==> src/rtl/dap_cmd_dispatcher.sv <==
// dap_cmd_dispatcher: peeks the CMSIS-DAP command ID at the head of the host
// request stream, starts exactly one matching handler, routes the stream
// handshake to it, and presents its response length for upload. Unknown IDs
// and handlers that overrun their time budget produce a one-byte 0xFF reply.
module dap_cmd_dispatcher #(
  parameter int                   CMD_NUM        = 4,
  parameter logic [CMD_NUM*8-1:0] CMD_IDS        = 32'h1D12_0605,
  parameter logic [31:0]          TIMEOUT_CYCLES = 32'd1_000_000
) (
  input  logic               clk,
  input  logic               reset,
  input  logic               dap_in_tvalid,
  input  logic [7:0]         dap_in_tdata,
  output logic               dap_in_tready,
  input  logic [CMD_NUM-1:0] cmd_tready,
  output logic [CMD_NUM-1:0] start,
  input  logic [CMD_NUM-1:0] done,
  input  logic [9:0]         packet_len,
  output logic               err_ram_write_en,
  output logic [9:0]         err_ram_write_addr,
  output logic [7:0]         err_ram_write_data,
  output logic               resp_valid,
  output logic [9:0]         resp_len,
  input  logic               resp_ready,
  output logic               busy,
  output logic               timeout_err
);

  typedef enum logic [2:0] {
    S_IDLE,
    S_DECODE,
    S_RUN,
    S_UNKNOWN,
    S_RESP
  } state_e;

  localparam logic [31:0] TIMEOUT_LAST = TIMEOUT_CYCLES - 32'd1;

  state_e             state_q, state_d;
  logic [7:0]         cmd_id_q, cmd_id_d;
  logic [CMD_NUM-1:0] start_q, start_d;
  logic [9:0]         resp_len_q, resp_len_d;
  logic [31:0]        tmo_cnt_q, tmo_cnt_d;

  logic [CMD_NUM-1:0] match_onehot;
  logic               match_found;
  logic               sel_done;
  logic               tmo_hit;

  // Lowest-index table entry equal to the peeked ID wins; duplicates above it are shadowed.
  always_comb begin
    match_onehot = '0;
    match_found  = 1'b0;
    for (int i = 0; i < CMD_NUM; i++) begin
      if (!match_found && (CMD_IDS[8*i +: 8] == cmd_id_q)) begin
        match_onehot[i] = 1'b1;
        match_found     = 1'b1;
      end
    end
  end

  // Only the running slot's done counts; the counter stops at the last allowed cycle.
  assign sel_done = |(done & start_q);
  assign tmo_hit  = (tmo_cnt_q == TIMEOUT_LAST);

  // State register and datapath flops.
  always_ff @(posedge clk or posedge reset) begin
    if (reset) begin
      state_q    <= S_IDLE;
      cmd_id_q   <= '0;
      start_q    <= '0;
      resp_len_q <= '0;
      tmo_cnt_q  <= '0;
    end else begin
      // NOTE: non-blocking assignments here so every flop samples the pre-edge values.
      state_q    <= state_d;
      cmd_id_q   <= cmd_id_d;
      start_q    <= start_d;
      resp_len_q <= resp_len_d;
      tmo_cnt_q  <= tmo_cnt_d;
    end
  end

  // Next-state and combinational outputs for the dispatch sequence.
  always_comb begin
    // NOTE: every signal written below gets a default first, so no path can infer a latch.
    state_d          = state_q;
    cmd_id_d         = cmd_id_q;
    start_d          = start_q;
    resp_len_d       = resp_len_q;
    tmo_cnt_d        = tmo_cnt_q;
    dap_in_tready    = 1'b0;
    err_ram_write_en = 1'b0;
    timeout_err      = 1'b0;

    unique case (state_q)
      S_IDLE: begin
        // Peek only: the ID byte stays in the stream for the handler to consume.
        if (dap_in_tvalid) begin
          cmd_id_d = dap_in_tdata;
          state_d  = S_DECODE;
        end
      end
      S_DECODE: begin
        tmo_cnt_d = '0;
        if (match_found) begin
          start_d = match_onehot;
          state_d = S_RUN;
        end else begin
          state_d = S_UNKNOWN;
        end
      end
      S_RUN: begin
        dap_in_tready = |(cmd_tready & start_q);
        if (sel_done) begin
          start_d    = '0;
          resp_len_d = packet_len;
          state_d    = S_RESP;
        end else if (tmo_hit) begin
          start_d          = '0;
          timeout_err      = 1'b1;
          err_ram_write_en = 1'b1;
          resp_len_d       = 10'd1;
          state_d          = S_RESP;
        end else begin
          tmo_cnt_d = tmo_cnt_q + 32'd1;
        end
      end
      S_UNKNOWN: begin
        // Drop the unrecognised ID byte and answer with a single 0xFF.
        dap_in_tready    = 1'b1;
        err_ram_write_en = 1'b1;
        resp_len_d       = 10'd1;
        state_d          = S_RESP;
      end
      S_RESP: begin
        if (resp_ready) state_d = S_IDLE;
      end
      default: state_d = S_IDLE;
    endcase
  end

  assign err_ram_write_addr = '0;
  assign err_ram_write_data = err_ram_write_en ? 8'hFF : 8'h00;
  assign start              = start_q;
  assign resp_len           = resp_len_q;
  assign resp_valid         = (state_q == S_RESP);
  assign busy               = (state_q != S_IDLE);

endmodule

==> config.mk <==
export PLATFORM = sky130hd
export DESIGN_NAME = dap_cmd_dispatcher
export DESIGN_NICKNAME = d
export VERILOG_FILES = /design/src/rtl/dap_cmd_dispatcher.sv
export SDC_FILE = /design/constraint.sdc
export NUM_CORES = 1
export LEC_CHECK = 0
export ABC_CLOCK_PERIOD_IN_PS = 2200
export CORE_MARGIN = 3
export CORE_UTILIZATION = 29
export DETAILED_ROUTE_END_ITERATION = 7
export GPL_ROUTABILITY_DRIVEN = 1
export MAX_ROUTING_LAYER = met4
export PLACE_DENSITY = 0.6
export SLEW_MARGIN = 0
export SYNTH_ARGS = -nofsm -noshare
export SYNTH_HDL_FRONTEND = slang
export SYNTH_SLANG_ARGS = --single-unit
==> constraint.sdc <==
create_clock -name clk -period 2.2 [get_ports clk]
set_input_delay 0.33 -clock clk [delete_from_list [all_inputs] [get_ports clk]]
set_output_delay 0.33 -clock clk [all_outputs]
set_load 0.01 [all_outputs]
==> metrics.yaml, run 1 <==
status: "finished, violations left"
violations: "negative setup slack"
grt_use_met3_pct: 3.17
yosysSeqAreaShare_pct: 45.8
p_per_area_mw_per_mm2: 757
fmax_mhz: 444
hp-class: "in2async"
grtUsageMet1_pct: 19.1
hold_viol: 0
grt_start_max_net_pins: 58
synthArstFlopShare_pct: 100
yosys_most_used_dff: "dfrtp_1"
syn-instance-count: 317
grt_overflow: 0
grt_usage_pct: 14.1
drcViolationCount: 0
num-nets-final: 457
place_congestion: 0.816
die_h_um: 110
rows: 37
cts_tree: "done"
placedCellCount: 547
viasPerCell: 4.97
reg2reg_to: "tmo_cnt_q[31]$_DFFE_PP0P_"
final.setup.worst_slack_ns: -0.0516
yosys_warnings: 0
maxCapViolCount: 0
vias: 2812
cts_buffer_depth: 2
drive_above_1_share_pct: 28.1
wl_per_cell_um: 14.1
core-area_mm2: 0.0104
required_ns: 1.87
met2_usage_pct: 20.9
antenna_cells: 0
finClkSkew_ns: 0.00429
cts_made_buffers: 9
grt_pass1_wl_um: 12900
worst_pin_slew_ns: 0.553
die_w_um: 110
start_util_pct: 30.0
htree_num_levels: 3
dieArea_mm2: 0.0120
peakVddDrop_mv: 0.598
cts_hold_buf: 0
busiest_layer: "met2"
grt_pass1_vias: 2655
cts.clk_slew.worst_paths_ns: 0.06
clkLatencyLatePin_ns: 0.34
avgSynthCellArea_um2: 9.82
io_buffers: 56
cp_max_fo: 5
synth_edf_count: 0
drtPass1Iterations: 4
cts.sinks: 57
setup_viol: 9
rsz0062_at_grt: "true"
cts_root_buf: "clkbuf_8"
dp_hpwl_um: 5710
max-slew-margin-rel_pct: 63.1
cellLeakagePower_nw: 1.96
fin_util_pct: 42.8
end_kind: "output port"
final_antenna_net_count: 0
slew_violations: 0
instances_no_fill: 566
rrSetupSlack_ns: 0.05
synth_cell_type_count: 53
synth_seq_cells: 57
pin_count: 67
first_iter_violations: 179
critPathKind: "reg2out"
worst-r2r-cell-count: 6
post-route-period-util_pct: 102
syn_to_final_growth_pct: 42.5
wirelength_um: 7980
fin_crit_ns: 2.25
syn-cell-area_mm2: 0.00311
reg2reg_from: "tmo_cnt_q[7]$_DFFE_PP0P_"
startpoint_type: "flop"
worstPathArrival_ns: 1.92
antenna_found_initial: 0
## cells in the mapped netlist, drive strengths merged (4+ instances only)
| master | count | area [um2] |
|---|---|---|
| or4 | 11 | 86.3 |
| dfrtp | 57 | 1430 |
| nand3 | 14 | 75.1 |
| a22o | 11 | 96.3 |
| xnor2 | 4 | 35.0 |
| mux2 | 8 | 90.1 |
| clkbuf | 9 | 35.0 |
| nor4 | 9 | 56.3 |
| and4 | 5 | 43.8 |
| o21ai | 12 | 60.1 |
| or3 | 10 | 65.1 |
| inv | 5 | 18.8 |
| and2 | 5 | 31.3 |
| buf | 23 | 166 |
| mux2i | 4 | 40.0 |
| nor2 | 22 | 82.6 |
| and3 | 8 | 52.6 |
| a21oi | 16 | 80.1 |
| nand4 | 18 | 128 |
| xor2 | 7 | 61.3 |
| nor3b | 4 | 41.3 |
| nand2b | 4 | 25.0 |
| nand2 | 19 | 71.3 |
| o31ai | 5 | 37.5 |
## cell type report
class | count | area [um2]
sequential | 57 | 1430
inverter | 5 | 18.8
timing repair buffer | 120 | 1040
clock buffer | 12 | 155
clock inverter | 3 | 40.0
tap | 136 | 170
fill | 1014 | 5930
multi-input combinational | 233 | 1580
## cells by family (layout without fill, tap and decap cells)
logic type | count (synthesis) | after routing | synth area share [%]
multiplexers | 12 | 12 | 4.18
AND/OR/NAND/NOR | 138 | 138 | 26.5
AO/OA/AOI/OAI | 60 | 61 | 12.8
XOR/XNOR | 11 | 11 | 3.09
adder cells (fa/ha/maj) | 1 | 1 | 0.402
flip-flops | 57 | 57 | 45.8
other | 1 | 10 | 0.120
buffers and inverters | 37 | 140 | 7.07
## what timing repair did
action	4_1_cts	5_1_grt
gates resized for setup	51	13
gates cloned	1	0
buffers inserted	1	2
endpoints found under the setup margin	19	28
pin swaps	3	2
## power by group
part	internal [W]	total, W	leakage (nW)	switching, W
Sequential	0.00117	0.00128	0.767	0.000107
Combinational	0.000496	0.00109	1.09	0.000590
Clock	0.000575	0.000992	0.102	0.000417
## critical path, stage by stage (launching register included)
cell	delay [ns]
dfrtp_1	0.38
nor4_2	0.28
buf_4	0.16
nand4_1	0.13
nor3_4	0.17
and2_4	0.20
a21o_4	0.12
buf_2	0.14
## flip-flops by register name, indices dropped and copies added (netlist names)
register	flops
tmo_cnt_q	32
state_q	3
cmd_id_q	8
start	4
resp_len	10
## routing by layer
layer	wire (um)	part of all wire [%]
met1	3860	48
met2	3700	46
met3	317	4.0
met4	103	1.3
met5	0	0
## how the worst max path moves through the flow
stage | from | endpoint | slack (ns) | depth (start not counted)
6_report | tmo_cnt_q[29]$_DFFE_PP0P_ | err_ram_write_data[2] | -0.05 | 7
2_1_floorplan | tmo_cnt_q[27]$_DFFE_PP0P_ | err_ram_write_data[0] | 0.02 | 7
4_1_cts | tmo_cnt_q[29]$_DFFE_PP0P_ | err_ram_write_data[5] | -0.17 | 7
3_5_place_dp | done[0] | err_ram_write_data[5] | -0.31 | 6
5_1_grt | tmo_cnt_q[29]$_DFFE_PP0P_ | err_ram_write_data[2] | -0.18 | 7
3_3_place_gp | done[2] | err_ram_write_en | -0.26 | 6
## placed cells by master, fill, tap and decap left out, types with 3 or more instances in the layout
master / instances
buf_4: 62
dfrtp_1: 57
clkdlybuf4s50_1: 45
nor2_1: 22
nand2_1: 19
nand4_1: 17
a21oi_1: 14
nand3_1: 13
o21ai_0: 11
a22o_1: 11
clkbuf_8: 11
conb_1: 10
or4_1: 9
or3_1: 8
mux2_2: 8
xor2_1: 7
and3_1: 6
nor4_1: 6
o31ai_1: 5
buf_6: 5
buf_2: 5
and2_1: 4
xnor2_1: 4
nand2b_1: 4
mux2i_1: 4
inv_1: 4
and4_1: 3
nor4_2: 3
a31oi_1: 3
## through the flow
| stage | instance area, um2 | hold slack [ns] | total power [W] | TNS [ns] | setup slack [ns] |
|---|---|---|---|---|---|
| after global placement | 4150 | 0.483 | 0.00234 | -5.72 | -0.257 |
| after floorplan | 3150 | 0.470 | 0.00194 | 0 | 0.0202 |
| final | 4440 | 0.364 | 0.00336 | -0.322 | -0.0516 |
| after detailed placement | 4150 | 0.481 | 0.00237 | -7.33 | -0.314 |
| after global routing | 4440 | 0.390 | 0.00355 | -1.51 | -0.176 |
| after CTS | 4380 | 0.380 | 0.00339 | -2.06 | -0.167 |
Note: power is estimated with default switching activity, not from simulation.
==> run 2, diff against run 1 <==
--- a/config.mk
+++ b/config.mk
@@ -6,12 +6,15 @@
 export NUM_CORES = 1
 export LEC_CHECK = 0
 export ABC_CLOCK_PERIOD_IN_PS = 2200
+export CAP_MARGIN = 25
+export CELL_PAD_IN_SITES_DETAIL_PLACEMENT = 1
+export CELL_PAD_IN_SITES_GLOBAL_PLACEMENT = 1
 export CORE_MARGIN = 3
 export CORE_UTILIZATION = 29
 export DETAILED_ROUTE_END_ITERATION = 7
 export GPL_ROUTABILITY_DRIVEN = 1
 export MAX_ROUTING_LAYER = met4
-export PLACE_DENSITY = 0.6
+export PLACE_DENSITY = 0.73
 export SLEW_MARGIN = 0
 export SYNTH_ARGS = -nofsm -noshare
 export SYNTH_HDL_FRONTEND = slang
==> metrics.yaml, run 2 (synthesis results as in run 1) <==
cts.sinks: 57  # unchanged
cts_root_buf: "clkbuf_8"  # unchanged
required_ns: 1.87  # about the same
pin_count: 67  # unchanged
dieArea_mm2: 0.0120  # unchanged
grt_pass1_vias: 3114  # was 2655
hp-class: "in2async"  # unchanged
cts.clk_slew.worst_paths_ns: 0.07  # was 0.06 ns
grt_overflow: 0  # unchanged
fin_crit_ns: 2.26  # was 2.25 ns
post-route-period-util_pct: 103  # was 102%
vias: 2918  # was 2812
cellLeakagePower_nw: 2.00  # was 1.96 nW
antenna_cells: 0  # unchanged
antenna_found_initial: 0  # unchanged
largest_reg_flops: 32  # unchanged
cp_max_fo: 5  # unchanged
slowest_delay_ns: 0.39  # was 0.38 ns
startpoint_type: "flop"  # unchanged
core-area_mm2: 0.0104  # unchanged
finalInstanceArea_mm2: 0.00447  # was 0.00444 mm2
end_kind: "output port"  # unchanged
die_h_um: 110  # unchanged
dp_hpwl_um: 6880  # was 5710 um
first_iter_violations: 123  # was 179
regMostFlops: "tmo_cnt_q"  # unchanged
setup_viol: 10  # was 9
worstPathArrival_ns: 1.93  # was 1.92 ns
place_area_mm2: 0.00415  # unchanged
status: "finished, violations left"  # unchanged
wl_per_cell_um: 16.9  # was 14.1 um
htree_num_levels: 3  # unchanged
pre_cts_slack_ns: -0.342  # was -0.314 ns
drtPass1Iterations: 4  # unchanged
critPathKind: "reg2out"  # unchanged
rsz0062_at_grt: "true"  # unchanged
slew_violations: 0  # unchanged
final.setup.worst_slack_ns: -0.0575  # was -0.0516 ns
grt_start_max_net_pins: 53  # was 58
die_w_um: 110  # unchanged
drive_above_1_share_pct: 28.5  # was 28.1%
wirelength_um: 9580  # was 7980 um
place_congestion: 0.844  # was 0.816
rows: 37  # unchanged
violations: "negative setup slack"  # unchanged
setup_tns_ns: -0.457  # was -0.322 ns
clkLatencyLatePin_ns: 0.35  # was 0.34 ns
grt_pass1_wl_um: 15600  # was 12900 um
drcViolationCount: 0  # unchanged
io_buffers: 56  # unchanged
cts_tree: "done"  # unchanged
worst_pin_slew_ns: 0.691  # was 0.553 ns
num-nets-final: 457  # unchanged
crit_chain: "nor4_2 -> buf_4 -> nand4_1 -> nor3_4 -> and2_4 -> a21o_4 -> buf_2"  # unchanged
hold_viol: 0  # unchanged
fmax_mhz: 443  # was 444 MHz
cts_buffer_depth: 2  # unchanged
cts_made_buffers: 9  # unchanged
power_w: 0.00357  # was 0.00336 W
cp_slowest_cell: "dfrtp_1"  # unchanged
final_cell_mix: "63 x buf_4, 57 x dfrtp_1, 43 x clkdlybuf4s50_1, 22 x nor2_1, 19 x nand2_1"  # was 62 x buf_4, 57 x dfrtp_1, 45 x clkdlybuf4s50_1, 22 x nor2_1, 19 x nand2_1
peakVddDrop_mv: 0.515  # was 0.598 mV
final_antenna_net_count: 0  # unchanged
start_util_pct: 30.0  # unchanged
maxCapViolCount: 0  # unchanged
layout_commonest_cell: "buf_4"  # unchanged
viasPerCell: 5.15  # was 4.97
syn_to_final_growth_pct: 43.5  # was 42.5%
worst-r2r-cell-count: 7  # was 6
max-slew-margin-rel_pct: 53.9  # was 63.1%
p_per_area_mw_per_mm2: 799  # was 757 mW/mm2
finClkSkew_ns: 0.0115  # was 0.00429 ns
grt_usage_pct: 17.2  # was 14.1%
## run 2: power breakdown
group          leakage [nW]  internal (W)  switching, W  total (W)
registers             0.767       0.00117      0.000113    0.00128
logic                  1.12      0.000511      0.000627    0.00114
clock network         0.115      0.000695      0.000451    0.00115
## run 2: critical path: cells and delay by family (launching register included)
| kind | cells | cell delay, ns |
|---|---|---|
| AOI/OAI and AO/OA | 1 | 0.12 |
| buffers and inverters | 2 | 0.29 |
| DFF | 1 | 0.39 |
| and+or+nand+nor | 4 | 0.79 |
## run 2: path summary, 6_finish.rpt
path	start	end	slack [ns]
setup / recovery	tmo_cnt_q[21]$_DFFE_PP0P_	err_ram_write_data[5]	-0.06
hold / removal	reset	resp_len[7]$_DFFE_PP0P_	0.20
setup reg to reg	tmo_cnt_q[0]$_DFFE_PP0P_	tmo_cnt_q[27]$_DFFE_PP0P_	0.03
hold reg to reg	cmd_id_q[7]$_DFFE_PP0P_	cmd_id_q[7]$_DFFE_PP0P_	0.50
max in group asynchronous	reset	tmo_cnt_q[29]$_DFFE_PP0P_	1.48
min in group clk	cmd_id_q[7]$_DFFE_PP0P_	cmd_id_q[7]$_DFFE_PP0P_	0.50
## run 2: cell type report
class	count	area, um2
fill	1195	5900
multi-input combinational	233	1580
sequential	57	1430
timing repair buffer	120	1040
tap	136	170
clock buffer	11	151
clock inverter	5	77.6
inverter	5	18.8
## run 2: layer usage
layer  vias up  track usage, %  routed length (um)
met4         0            7.48                 241
met3        20            2.11                 207
met2        47            27.7                4960
met1      1472            21.7                4170
li1       1379               -                   -
met5         -               -                   0
## run 2: per-stage QoR
stage	hold slack, ns	util (%)	cells
global route	0.207	43.1	567
CTS	0.190	42.5	564
finish	0.199	43.1	567
detailed placement	0.484	40.1	547
floorplan	0.470	-	326
global placement	0.486	40.1	547
## run 2: timing repair
action	in CTS	in global routing
resized for setup	54	10
gates cloned	1	0
hold buffers	0	0
pin swaps	3	5
buffers inserted	0	3
setup endpoints to repair	21	33
==> run 3, diff against run 2 <==
--- a/config.mk
+++ b/config.mk
@@ -19,3 +19,4 @@
 export SYNTH_ARGS = -nofsm -noshare
 export SYNTH_HDL_FRONTEND = slang
 export SYNTH_SLANG_ARGS = --single-unit
+export TNS_END_PERCENT = 30
==> metrics.yaml, run 3 (synthesis results as in run 1) <==
status: "finished, violations left"  # unchanged
violations: "negative setup slack"  # unchanged
worst_pin_slew_ns: 0.682  # was 0.691 ns
rsz0062_at_grt: "true"  # unchanged
antenna_found_initial: 0  # unchanged
viasPerCell: 5.13  # was 5.15
drtPass1Iterations: 4  # unchanged
crit_chain: "nor4_2 -> buf_4 -> nand4_1 -> nor3_4 -> and2_4 -> a21o_4 -> buf_2"  # unchanged
fillCellCount: 1201  # was 1195
cts_tree: "done"  # unchanged
grtUsageMet1_pct: 21.7  # unchanged
finClkSkew_ns: 0.0108  # was 0.0115 ns
fin_util_pct: 42.9  # was 43.1%
cts_root_buf: "clkbuf_8"  # unchanged
layout_commonest_cell: "buf_4"  # unchanged
reg2reg_from: "tmo_cnt_q[0]$_DFFE_PP0P_"  # unchanged
vias: 2899  # was 2918
grt_pass1_wl_um: 15600  # unchanged
largest_reg_flops: 32  # unchanged
crit_start: "tmo_cnt_q[21]$_DFFE_PP0P_"  # unchanged
rrSetupSlack_ns: 0.02  # was 0.03 ns
fin_crit_ns: 2.26  # about the same
cts.sinks: 57  # unchanged
slowest_delay_ns: 0.39  # about the same
hp-class: "in2async"  # unchanged
dieArea_mm2: 0.0120  # unchanged
antenna_cells: 0  # unchanged
grt_start_max_net_pins: 53  # unchanged
cts_hold_buf: 0  # unchanged
post-route-period-util_pct: 103  # about the same
pin_count: 67  # unchanged
grt_usage_pct: 17.2  # unchanged
num-nets-final: 455  # was 457
grt_use_met3_pct: 2.11  # unchanged
rows: 37  # unchanged
first_iter_violations: 103  # was 123
cp.buffers_inverters: 2  # unchanged
cts_buffer_depth: 2  # unchanged
cts.clk_slew.worst_paths_ns: 0.07  # about the same
slew_violations: 0  # unchanged
cp_max_fo: 5  # unchanged
final.setup.worst_slack_ns: -0.0625  # was -0.0575 ns
worstPathArrival_ns: 1.93  # about the same
met2_usage_pct: 27.7  # unchanged
ff_latch_area_mm2: 0.00143  # unchanged
hold_viol: 0  # unchanged
peakVddDrop_mv: 0.515  # about the same
final_cell_mix: "61 x buf_4, 57 x dfrtp_1, 43 x clkdlybuf4s50_1, 22 x nor2_1, 19 x nand2_1"  # was 63 x buf_4, 57 x dfrtp_1, 43 x clkdlybuf4s50_1, 22 x nor2_1, 19 x nand2_1
start_util_pct: 30.0  # unchanged
io_buffers: 56  # unchanged
clkLatencyLatePin_ns: 0.35  # about the same
wl_per_cell_um: 16.9  # about the same
die_w_um: 110  # unchanged
die_h_um: 110  # unchanged
busiest_layer: "met2"  # unchanged
cts_made_buffers: 9  # unchanged
htree_num_levels: 3  # unchanged
drcViolationCount: 0  # unchanged
fmax_mhz: 442  # was 443 MHz
cp_slowest_cell: "dfrtp_1"  # unchanged
core-area_mm2: 0.0104  # unchanged
end_kind: "output port"  # unchanged
p_per_area_mw_per_mm2: 802  # was 799 mW/mm2
syn_to_final_growth_pct: 42.8  # was 43.5%
maxCapViolCount: 0  # unchanged
startpoint_type: "flop"  # unchanged
cellLeakagePower_nw: 1.99  # was 2.00 nW
setup_viol: 10  # unchanged
crit_family: "simple AND/OR/NAND/NOR gates"  # unchanged
required_ns: 1.87  # about the same
max-slew-margin-rel_pct: 54.6  # was 53.9%
dp_hpwl_um: 6880  # unchanged
place_congestion: 0.844  # unchanged
multi_input_area_mm2: 0.00158  # about the same
grt_overflow: 0  # unchanged
final_antenna_net_count: 0  # unchanged
grt_pass1_vias: 3114  # unchanged
wirelength_um: 9540  # was 9580 um
drive_above_1_share_pct: 28.0  # was 28.5%
critPathKind: "reg2out"  # unchanged
regMostFlops: "tmo_cnt_q"  # unchanged
fin_hold_ws_ns: 0.197  # was 0.199 ns
run 3: cell types whose count changed in the layout (fill, tap and decap cells not counted):
cell / previous run / this run
and4_4: 2 / 1
or4_4: 2 / 1
and4_2: 0 / 1
buf_4: 63 / 61
or4_1: 9 / 10
run 3: per-stage QoR:
stage                     std cells  setup TNS, ns  worst slack, ns  instance area [um2]  total power [W]
after floorplan                 326              0           0.0202                 3150          0.00194
after global placement          547          -4.86           -0.263                 4150          0.00237
after detailed placement        547          -6.15           -0.342                 4150          0.00242
after CTS                       564          -2.26           -0.158                 4410          0.00360
after global routing            565          -2.53           -0.214                 4450          0.00377
final                           565         -0.504          -0.0625                 4450          0.00356
run 3: final cells by class:
class | count | share of cell area (%)
clock buffer | 11 | 3.40
clock inverter | 5 | 1.74
inverter | 5 | 0.422
multi-input combinational | 233 | 35.4
sequential | 57 | 32.1
tap | 136 | 3.83
timing repair buffer | 118 | 23.1
run 3: final timing paths:
| check | endpoint | cells after the start |
|---|---|---|
| max in group asynchronous | tmo_cnt_q[29]$_DFFE_PP0P_ | 3 |
| worst max-delay path | err_ram_write_data[5] | 7 |
| worst min register to register | cmd_id_q[7]$_DFFE_PP0P_ | 1 |
| min in group clk | cmd_id_q[7]$_DFFE_PP0P_ | 1 |
| worst min-delay path | resp_len[7]$_DFFE_PP0P_ | 2 |
| worst max register to register | tmo_cnt_q[31]$_DFFE_PP0P_ | 6 |
run 3: worst register-to-register path: cells and delay by family, from the launching register on:
family | cells | cell delay (ns)
simple gates | 4 | 1.47
compound gates | 1 | 0.16
buf+inv | 1 | 0.13
flops | 1 | 0.35
run 3: timing repair:
action / CTS / global route
buffers inserted: 0 / 1
cloned: 1 / 0
setup endpoints to repair: 21 / 33
resized for setup: 55 / 8
pin swaps: 3 / 3
run 3: metal layers:
layer	vias to the layer above	routed length, um
li1	1373	-
met1	1467	4190
met2	40	4950
met3	19	164
met4	0	235
met5	-	0
run 3: power by group:
part	switching [W]	internal [W]	total [W]	leakage, nW
Clock	0.000450	0.000695	0.00115	0.115
Sequential	0.000112	0.00117	0.00128	0.767
Combinational	0.000625	0.000511	0.00114	1.11
Total	0.00119	0.00238	0.00356	1.99
